File: src/rtl/alu_op_sequencer.sv
// rtl/alu_op_sequencer.sv - ALU operation decoder with multi-cycle MUL/DIV busy sequencing
module alu_op_sequencer #(
    parameter int OP_WIDTH    = 5,
    parameter int MUL_LATENCY = 2,
    parameter int DIV_LATENCY = 32
) (
    input  logic                clk,
    input  logic                reset,
    input  logic                valid_i,
    input  logic [6:0]          funct7_i,
    input  logic [2:0]          ALU_Op_i,
    input  logic [2:0]          funct3_i,
    output logic [OP_WIDTH-1:0] ALU_Operation_o,
    output logic                busy_o,
    output logic                done_o,
    output logic                illegal_o
);

    localparam int MAX_LAT = (MUL_LATENCY > DIV_LATENCY) ? MUL_LATENCY : DIV_LATENCY;
    localparam int CNT_W   = $clog2(MAX_LAT + 1);

    localparam logic [CNT_W-1:0] MUL_LOAD = CNT_W'(MUL_LATENCY - 1);
    localparam logic [CNT_W-1:0] DIV_LOAD = CNT_W'(DIV_LATENCY - 1);

    localparam logic [4:0] OP_ADD  = 5'd0;
    localparam logic [4:0] OP_SUB  = 5'd1;
    localparam logic [4:0] OP_LUI  = 5'd2;
    localparam logic [4:0] OP_OR   = 5'd3;
    localparam logic [4:0] OP_SLL  = 5'd4;
    localparam logic [4:0] OP_SRL  = 5'd5;
    localparam logic [4:0] OP_AND  = 5'd6;
    localparam logic [4:0] OP_XOR  = 5'd7;
    localparam logic [4:0] OP_SLT  = 5'd8;
    localparam logic [4:0] OP_SLTU = 5'd9;
    localparam logic [4:0] OP_SRA  = 5'd10;
    localparam logic [4:0] OP_MUL  = 5'd16;
    localparam logic [4:0] OP_DIV  = 5'd17;
    localparam logic [4:0] OP_REM  = 5'd18;

    localparam logic [6:0] F7_BASE   = 7'b0000000;
    localparam logic [6:0] F7_ALT    = 7'b0100000;
    localparam logic [6:0] F7_MULDIV = 7'b0000001;

    typedef enum logic [1:0] {
        S_IDLE = 2'd0,
        S_BUSY = 2'd1,
        S_DONE = 2'd2
    } state_t;

    state_t                state_q;
    logic [CNT_W-1:0]      cnt_q;
    logic [OP_WIDTH-1:0]   op_q;
    logic                  illegal_q;

    logic [4:0]            code_d;
    logic                  illegal_d;

    // Base integer ops shared by R-type and I-type, indexed by funct3.
    function automatic logic [4:0] base_op(input logic [2:0] f3);
        case (f3)
            3'b000:  base_op = OP_ADD;
            3'b001:  base_op = OP_SLL;
            3'b010:  base_op = OP_SLT;
            3'b011:  base_op = OP_SLTU;
            3'b100:  base_op = OP_XOR;
            3'b101:  base_op = OP_SRL;
            3'b110:  base_op = OP_OR;
            default: base_op = OP_AND;
        endcase
    endfunction

    // Undecodable requests fall through with code ADD and the illegal flag set.
    always_comb begin
        code_d    = OP_ADD;
        illegal_d = 1'b0;
        case (ALU_Op_i)
            3'b000: begin
                case (funct7_i)
                    F7_BASE: code_d = base_op(funct3_i);
                    F7_ALT: begin
                        case (funct3_i)
                            3'b000:  code_d    = OP_SUB;
                            3'b101:  code_d    = OP_SRA;
                            default: illegal_d = 1'b1;
                        endcase
                    end
                    F7_MULDIV: begin
                        case (funct3_i)
                            3'b000:  code_d    = OP_MUL;
                            3'b100:  code_d    = OP_DIV;
                            3'b110:  code_d    = OP_REM;
                            default: illegal_d = 1'b1;
                        endcase
                    end
                    default: illegal_d = 1'b1;
                endcase
            end
            3'b001: begin
                case (funct3_i)
                    3'b001: begin
                        if (funct7_i == F7_BASE) code_d = OP_SLL;
                        else                     illegal_d = 1'b1;
                    end
                    3'b101: begin
                        if (funct7_i == F7_BASE)     code_d = OP_SRL;
                        else if (funct7_i == F7_ALT) code_d = OP_SRA;
                        else                         illegal_d = 1'b1;
                    end
                    default: code_d = base_op(funct3_i);
                endcase
            end
            3'b010:  code_d    = OP_ADD;
            3'b011:  code_d    = OP_SUB;
            3'b111:  code_d    = OP_LUI;
            default: illegal_d = 1'b1;
        endcase
    end

    always_ff @(posedge clk or posedge reset) begin
        if (reset) begin
            state_q   <= S_IDLE;
            cnt_q     <= '0;
            op_q      <= '0;
            illegal_q <= 1'b0;
        end else begin
            case (state_q)
                S_IDLE, S_DONE: begin
                    state_q <= S_IDLE;
                    if (valid_i) begin
                        op_q      <= OP_WIDTH'(code_d);
                        illegal_q <= illegal_d;
                        if (code_d == OP_MUL) begin
                            state_q <= S_BUSY;
                            cnt_q   <= MUL_LOAD;
                        end else if ((code_d == OP_DIV) || (code_d == OP_REM)) begin
                            state_q <= S_BUSY;
                            cnt_q   <= DIV_LOAD;
                        end
                    end
                end
                S_BUSY: begin
                    // Requests arriving while busy are dropped, not queued.
                    if (cnt_q == '0) state_q <= S_DONE;
                    else             cnt_q   <= cnt_q - CNT_W'(1);
                end
                default: state_q <= S_IDLE;
            endcase
        end
    end

    assign ALU_Operation_o = op_q;
    assign illegal_o       = illegal_q;
    assign busy_o          = (state_q == S_BUSY);
    assign done_o          = (state_q == S_DONE);

endmodule

File: config.mk
export PLATFORM = sky130hd
export DESIGN_NAME = alu_op_sequencer
export DESIGN_NICKNAME = d
export VERILOG_FILES = /design/src/rtl/alu_op_sequencer.sv
export SDC_FILE = /design/constraint.sdc
export NUM_CORES = 1
export LEC_CHECK = 0
export ABC_AREA = 1
export BUFFER_PORTS_ARGS = -buffer_cell sky130_fd_sc_hd__buf_4
export CAP_MARGIN = 0
export CORE_AREA = 2 2 51 53
export CTS_CLUSTER_SIZE = 8
export DETAILED_ROUTE_END_ITERATION = 8
export DIE_AREA = 0 0 53 55
export HOLD_SLACK_MARGIN = 0.02
export PLACE_DENSITY = 0.7
export SLEW_MARGIN = 0
export SYNTH_ARGS = -nofsm -noshare
export SYNTH_HDL_FRONTEND = slang
export SYNTH_SLANG_ARGS = --single-unit
File: constraint.sdc
create_clock -name clk -period 1.2 [get_ports clk]
set_clock_uncertainty 0.15 [all_clocks]
set_input_delay 0.24 -clock clk [delete_from_list [all_inputs] [get_ports clk]]
set_output_delay 0.24 -clock clk [all_outputs]
set_load 0.01 [all_outputs]
* Word level (Yosys, flattened, before mapping)
Index checks and enable logic that the tools add are counted.
** Storage, ports and cells
- Register bits :: 14
- Logic and storage cells :: 67
** Operators by class
- Equality and inequality tests :: 21
- Reduce and logical (&&, ||, !) cells :: 13
- Muxes and demuxes :: 28
- Add/subtract/negate cells :: 1
** Operator list (count)
- 5-bit case mux with 3 select lines :: 2
- 4-bit case mux with 7 select lines :: 1
- 6-bit two-way mux :: 4
- 4-bit case mux with 5 select lines :: 1
- 5-bit case mux with 4 select lines :: 1
- 5-bit == test (second input constant) :: 3
- 3-bit by 2-bit == test with 1-bit output (second input constant) :: 4
- 3-bit == test (second input constant) :: 4
- 6-bit case mux with 2 select lines :: 1
- 5-bit case mux with 2 select lines :: 1
- 1-bit two-way mux :: 8
- 4-bit two-way mux :: 2
- 4-bit case mux with 2 select lines :: 1
- 7-bit by 1-bit == test with 1-bit output (second input constant) :: 1
- 7-bit by 6-bit == test with 1-bit output (second input constant) :: 1
- 7-bit logical NOT :: 1
- 3-bit by 1-bit == test with 1-bit output (second input constant) :: 2
- 3-bit logical NOT :: 2
- 6-bit logical NOT :: 1
- 1-bit case mux with 3 select lines :: 2
- 3-bit OR reduction :: 2
- 6-bit by 1-bit subtractor with 6-bit output (second input constant) :: 1
- 2-bit != test (second input constant) :: 2
- 2-bit case mux with 2 select lines :: 1
- 13 further kinds :: 14

* Depth between registers and ports, before layout
Gate-level depths: netlist (run 1).
- Word-level depth :: 11
- Depth in mapped cells :: 11

* Least setup slack after synthesis (run 1)
OpenSTA, ideal clock, no wires.
- Kind :: reg-to-reg
- From :: register state_q[1]
- To :: register cnt_q[1]
- Stages on the path, launching flop included :: 7
- Path slack :: -0.248 ns
- Setup time :: 0.065 ns
- Clock period less this slack :: 1.448 ns
- Data arrival time :: 1.233 ns
- Path through :: dfrtp_1 > nor2_1 > inv_1 > or2_2 > nand2_1 > nand2_1 > nand2_1
** Between the ends
- Elaborated cells on any way between the ends :: 10
- Classes of those cells :: eq/ne (5); mux (1); reduce/logical (4)
** RTL lines
- start: declaration :: line 50 : state_t state_q;
- start signal: assignment :: line 121 : state_q <= S_IDLE;
- start signal: assignment :: line 128 : state_q <= S_IDLE;
- start signal: assignment :: line 133 : state_q <= S_BUSY;
- 2-bit by 1-bit == test with 1-bit output *
- via busy_o :: line 14 : output logic busy_o,
- 2-bit != test (no source line) / 2-bit nonzero test (equally long branches)
- 4-bit AND reduction (no source line)
- end signal: assignment :: line 144 : else cnt_q <= cnt_q - CNT_W'(1);
- end: declaration :: line 51 : logic [CNT_W-1:0] cnt_q;
The timed path passes the listed nets; every way through them passes the cells marked *.
A chain may end at the register's enable or synchronous reset.

* Final worst setup path (run 1)
- From :: register state_q[0]
- To :: output busy_o
** Between the ends
- Cells in the longest elaborated chain, start to end :: 1
** Ends and longest elaborated chain
- 2-bit by 1-bit == test with 1-bit output :: line 153 : assign busy_o = (state_q == S_BUSY);
- end: declaration :: line 14
No other way between the ends.

==> results.toml, run 1 <==
[global_routing]
overflow = 0
first_global_vias = 1314
grt_usage_pct = 24.8
antenna_found_initial = 0
grt_max_degree = 15
grt_pass1_wl_um = 5220

[floorplan]
die-area_mm2 = 0.00292
start_util_pct = 45.6
core_mm2 = 0.00236
die_x_um = 53
rows = 18
die_h_um = 55
io_pins = 24

[cells_and_area]
fillers = 145
post-route-util_pct = 85.2
layout-drive-gt1-share_pct = 57.5
final_nets = 248
n_antenna_cell = 0
fin_cells = 258
area_growth_pct = 87.0

[timing]
timing.hold.ws_ps = 129
drv_slew = 0
finalCriticalPeriod_ps = 1450
tightest_slew_ps = 287
rsz0062_at_grt = "true"
worst_slack_ps = -249
fmax_mhz = 690
fin_setup_tns_ps = -2350
final_hold_viol_count = 0
period_share_pct = 121
setup_viol = 19
relSlewSlack_pct = 80.7

[setup_path]
cp.required_ps = 810
crit_end = "busy_o"
regToRegSetupSlack_ps = -220
cp_data_arrival_time_ps = 1060
worstReg2RegEnd = "cnt_q[4]"
cp-end-kind = "output port"
ff2ff_path_depth = 9
timing.rr.start = "cnt_q[0]"
cp_max_fo = 2
crit_path_start_kind = "flip-flop"
worst-setup-path-type = "reg -> out"
critical_path.startpoint = "state_q[0]"

[synthesis]
yosys_most_used_dff = "dfrtp_1"
avgSynthCellArea_um2 = 6.69
yosysUniqueCellTypes = 25
async_flop_share_pct = 100
synthCells = 161
synthesis.area_mm2 = 0.00108
yosysSeqAreaShare_pct = 32.5
yosys_warnings = 0
ys_ff_latch = 14
synth_edf_count = 0
syn-num-nets = 179

[clock_network]
clockBufferDepth = 2
clkLatencyLatePin_ps = 300
cts_tree = "done"
cts_buffers = 3
root_buffer = "clkbuf_4"
cts.sinks = 14
cts_max_level = 1
clk_pin_slew_worst_paths_ps = 90

[hold_path]
hp-start = "valid_i"
hold_path.class = "in -> reg"

[detailed_routing]
num_vias = 1390
drc = 0
finalWirelength_um = 4050
drtIter0Drc = 32
vias_per_cell = 5.39
wl_per_cell_um = 15.7
drt_first_pass_iters = 4
postRouteAntennaNets = 0

[place]
dp_cells = 244
pre_cts_ws_ps = -486
gp_congestion = 0.834
port_buffers = 23
dp_hpwl_um = 2380

[run]
maxCapViolCount = 0

[pwr]
power_density_mw_per_mm2 = 561
leakagePower_nw = 1.06
peakVddDrop_mv = 0.747

[status]
failed_checks = "negative setup slack"
status = "finished, violations left"
-- registers in the layout (all words and copies together), names as in the netlist --
signal / flops
illegal_o: 1
cnt_q: 6
ALU_Operation_o: 5
state_q: 2
-- synthesized netlist by cell type, types with 3 or more instances --
cell	instances	area share [%]
inv_1	18	6.3
nand2_2	4	2.3
nor2_1	21	7.3
a31oi_1	3	1.7
nor3_1	3	1.4
a21oi_1	3	1.4
o21ai_0	6	2.8
nand3_1	11	5.1
nor2_2	4	2.3
inv_2	5	1.7
dfrtp_1	14	33
nand2_1	52	18
-- logic make-up (layout without fill, tap and decap cells) --
family,count (synthesis),after routing,synth area share (%)
AO/OA/AOI/OAI,17,17,10.6
XOR/XNOR,3,3,2.44
adder cells (fa/ha/maj),2,2,2.32
buffers and inverters,23,89,8.01
flip-flops,14,14,32.5
AND/OR/NAND/NOR,102,103,44.1
-- worst min-delay path by stage --
stage | end | slack (ps) | cells after the start
2_1_floorplan | ALU_Operation_o[0] | -20 | 1
6_report | ALU_Operation_o[4] | 130 | 4
3_3_place_gp | state_q[1] | 100 | 3
3_5_place_dp | cnt_q[0] | 110 | 3
4_1_cts | ALU_Operation_o[4] | 90 | 4
5_1_grt | ALU_Operation_o[2] | 130 | 3
-- layout by cell type, fill, tap and decap left out, types with 2 or more instances in the layout --
cell type and count:
a21oi_2 2, a31oi_1 2, buf_4 36, buf_6 23, buf_8 3, clkbuf_4 3, dfrtp_1 13, ha_4 2
inv_1 11, inv_2 6, inv_4 5, nand2_1 39, nand2_2 10, nand2_4 8, nand3_1 5, nand3_2 6
nand3_4 2, nor2_1 14, nor2_2 5, nor2_4 6, nor3_4 3, o21ai_0 3, o21ai_1 3, xnor2_1 2
-- layer usage --
| metal | up-vias | GRT usage (%) | part of all wire (%) |
|---|---|---|---|
| li1 | 653 | - | - |
| met4 | 0 | 12.8 | 3.8 |
| met5 | - | 0 | 0 |
| met3 | 22 | 5.38 | 3.4 |
| met2 | 44 | 49.4 | 58 |
| met1 | 671 | 23.9 | 35 |
-- worst max-delay path: stages, from the launching register on --
cell and delay, ps:
dfrtp_1 410, inv_2 90, nor2_4 40, buf_6 110, buf_6 110
-- power breakdown --
group          internal, W  total (W)  switching (W)  leakage, nW
Clock             0.000117   0.000286       0.000168       0.0138
Sequential        0.000485   0.000500      0.0000146        0.187
Combinational     0.000169   0.000346       0.000176        0.859
-- what timing repair did --
| action | 4_1_cts | 5_1_grt |
|---|---|---|
| setup endpoints to repair | 19 | 22 |
| hold buffers | 1 | 0 |
| cloned | 1 | 0 |
| setup buffers | 2 | 7 |
| endpoints found under the hold margin | 14 | 0 |
| pin swaps | 10 | 22 |
| gates resized for setup | 44 | 55 |
-- final cells by class --
cell class              count  area, um2  share of cell area, %
well taps                  30       37.5                   1.86
repair buffers             63        584                   29.0
inverters                  23        104                   5.16
multi-input cells         125        915                   45.4
clock buffers               3       22.5                   1.12
flip-flops and latches     14        352                   17.5
-- per-stage QoR --
step | instance area, um2 | total power, W
final | 2010 | 0.00113
after global routing | 2010 | 0.00117
after CTS | 1750 | 0.00104
after detailed placement | 1530 | 0.000752
after global placement | 1530 | 0.000742
after floorplan | 1100 | 0.000610
(Power assumes the default switching activity.)
==> run 2, diff against run 1 <==
RECOVER_POWER = 100   (was default)
==> results.toml, run 2 (same netlist as run 1, synthesis figures left out) <==
[hold_path]
hold_path.class = "in -> reg"

[pwr]
leakagePower_nw = 1.06
power_density_mw_per_mm2 = 561
peakVddDrop_mv = 0.713

[timing]
fmax_mhz = 689
final_hold_viol_count = 0
relSlewSlack_pct = 76.2
drv_slew = 0
worst_slack_ps = -251
rsz0062_at_grt = "true"
setup_viol = 19
finalCriticalPeriod_ps = 1450
period_share_pct = 121
timing.hold.ws_ps = 129
tightest_slew_ps = 357

[floorplan]
die_h_um = 55
rows = 18
core_mm2 = 0.00236
io_pins = 24
die-area_mm2 = 0.00292
die_x_um = 53
start_util_pct = 45.6

[cells_and_area]
layout_common_cells = "39 x nand2_1, 34 x buf_4, 23 x buf_6"
n_antenna_cell = 0
multi_input_area_um2 = 915
layout_commonest_cell = "nand2_1"
largest_register = "cnt_q"
post-route-util_pct = 85.1
fillers = 146
final_nets = 248
area_growth_pct = 86.8
layout-drive-gt1-share_pct = 57.5
register_area_um2 = 352
largest_reg_flops = 6

[setup_path]
crit_top_cell = "buf_6"
crit_path_start_kind = "flip-flop"
cp-end-kind = "output port"
cp_max_fo = 2
worst-setup-path-type = "reg -> out"
cpMaxStageDelayCell = "dfrtp_1"
crit_chain = "inv_2 > nor2_4 > buf_6 > buf_6"
cp_top_family = "flip-flops"
cpPeakStageDelay_ps = 410
cp_data_arrival_time_ps = 1060
cp.required_ps = 810
crit_buf_inv = 3

[clock_network]
clk_pin_slew_worst_paths_ps = 90
clkLatencyLatePin_ps = 300
cts_buffers = 3
root_buffer = "clkbuf_4"
clockBufferDepth = 2
cts_max_level = 1
cts_tree = "done"
cts.sinks = 14

[detailed_routing]
finalWirelength_um = 4030
num_vias = 1394
wl_per_cell_um = 15.6
postRouteAntennaNets = 0
vias_per_cell = 5.40
drc = 0
drtIter0Drc = 32
drt_first_pass_iters = 4

[place]
port_buffers = 23
gp_congestion = 0.834
dp_hpwl_um = 2380

[global_routing]
overflow = 0
grt_usage_pct = 24.8
antenna_found_initial = 0
grt_max_degree = 15
grt_pass1_wl_um = 5220
first_global_vias = 1314

[run]
maxCapViolCount = 0

[status]
status = "finished, violations left"
failed_checks = "negative setup slack"
-- run 2: cell count changes in the layout (fill, tap and decap cells not counted), sizes merged --
cell,delta
buf,-2
clkbuf,+2
-- run 2: metrics by stage --
step | power (W) | TNS [ps] | setup slack (ps) | cell area [um2] | instances
6_report | 0.00113 | -2390 | -251 | 2010 | 258
5_1_grt | 0.00117 | -3190 | -287 | 2010 | 258
4_1_cts | 0.00104 | -1620 | -200 | 1750 | 251
3_5_place_dp | 0.000752 | -4940 | -486 | 1530 | 244
3_3_place_gp | 0.000742 | -4140 | -417 | 1530 | 244
2_1_floorplan | 0.000610 | -1030 | -194 | 1100 | 161
-- run 2: final cells by class --
| type | instances | share of cell area, % |
|---|---|---|
| Multi-Input combinational cell | 125 | 45.5 |
| Inverter | 23 | 5.16 |
| Clock buffer | 3 | 1.12 |
| Timing Repair Buffer | 63 | 28.9 |
| Tap cell | 30 | 1.87 |
| Sequential cell | 14 | 17.5 |
-- run 2: final timing paths --
kind                             from                 end  slack [ps]  cells after the start
max                        state_q[0]              busy_o        -250                      4
min                           valid_i  ALU_Operation_o[4]         130                      4
max reg2reg                  cnt_q[0]            cnt_q[4]        -230                      9
min reg2reg                  cnt_q[1]            cnt_q[1]         380                      2
max in group asynchronous       reset            cnt_q[4]         180                      4
min in group asynchronous       reset  ALU_Operation_o[0]         430                      4
-- run 2: routing by layer --
metal	part of all wire [%]	GRT usage, %
met5	0	0
met4	3.8	12.8
met3	3.6	5.38
met2	58	49.4
met1	34	23.9
-- run 2: power by group --
part	leakage, nW	internal, W	total [W]	switching, W
clock	0.0138	0.000117	0.000285	0.000168
sequential	0.187	0.000485	0.000500	0.0000146
combinational	0.858	0.000168	0.000344	0.000176
-- run 2: worst register-to-register path, cell delays in order (launching register included) --
cell,delay [ps]
dfrtp_1,400
inv_2,100
buf_6,120
ha_4,140
nand2_2,60
xnor2_1,120
nand2_1,60
nand2_1,50
nand2_1,60
nand2_1,50
-- run 2: what timing repair did --
item,4_1_cts,5_1_grt
endpoints found under the setup margin,19,22
hold buffers,1,0
setup buffers,2,7
endpoints found under the hold margin,14,0
gates resized for setup,44,55
pin swaps,10,22
cloned,1,0
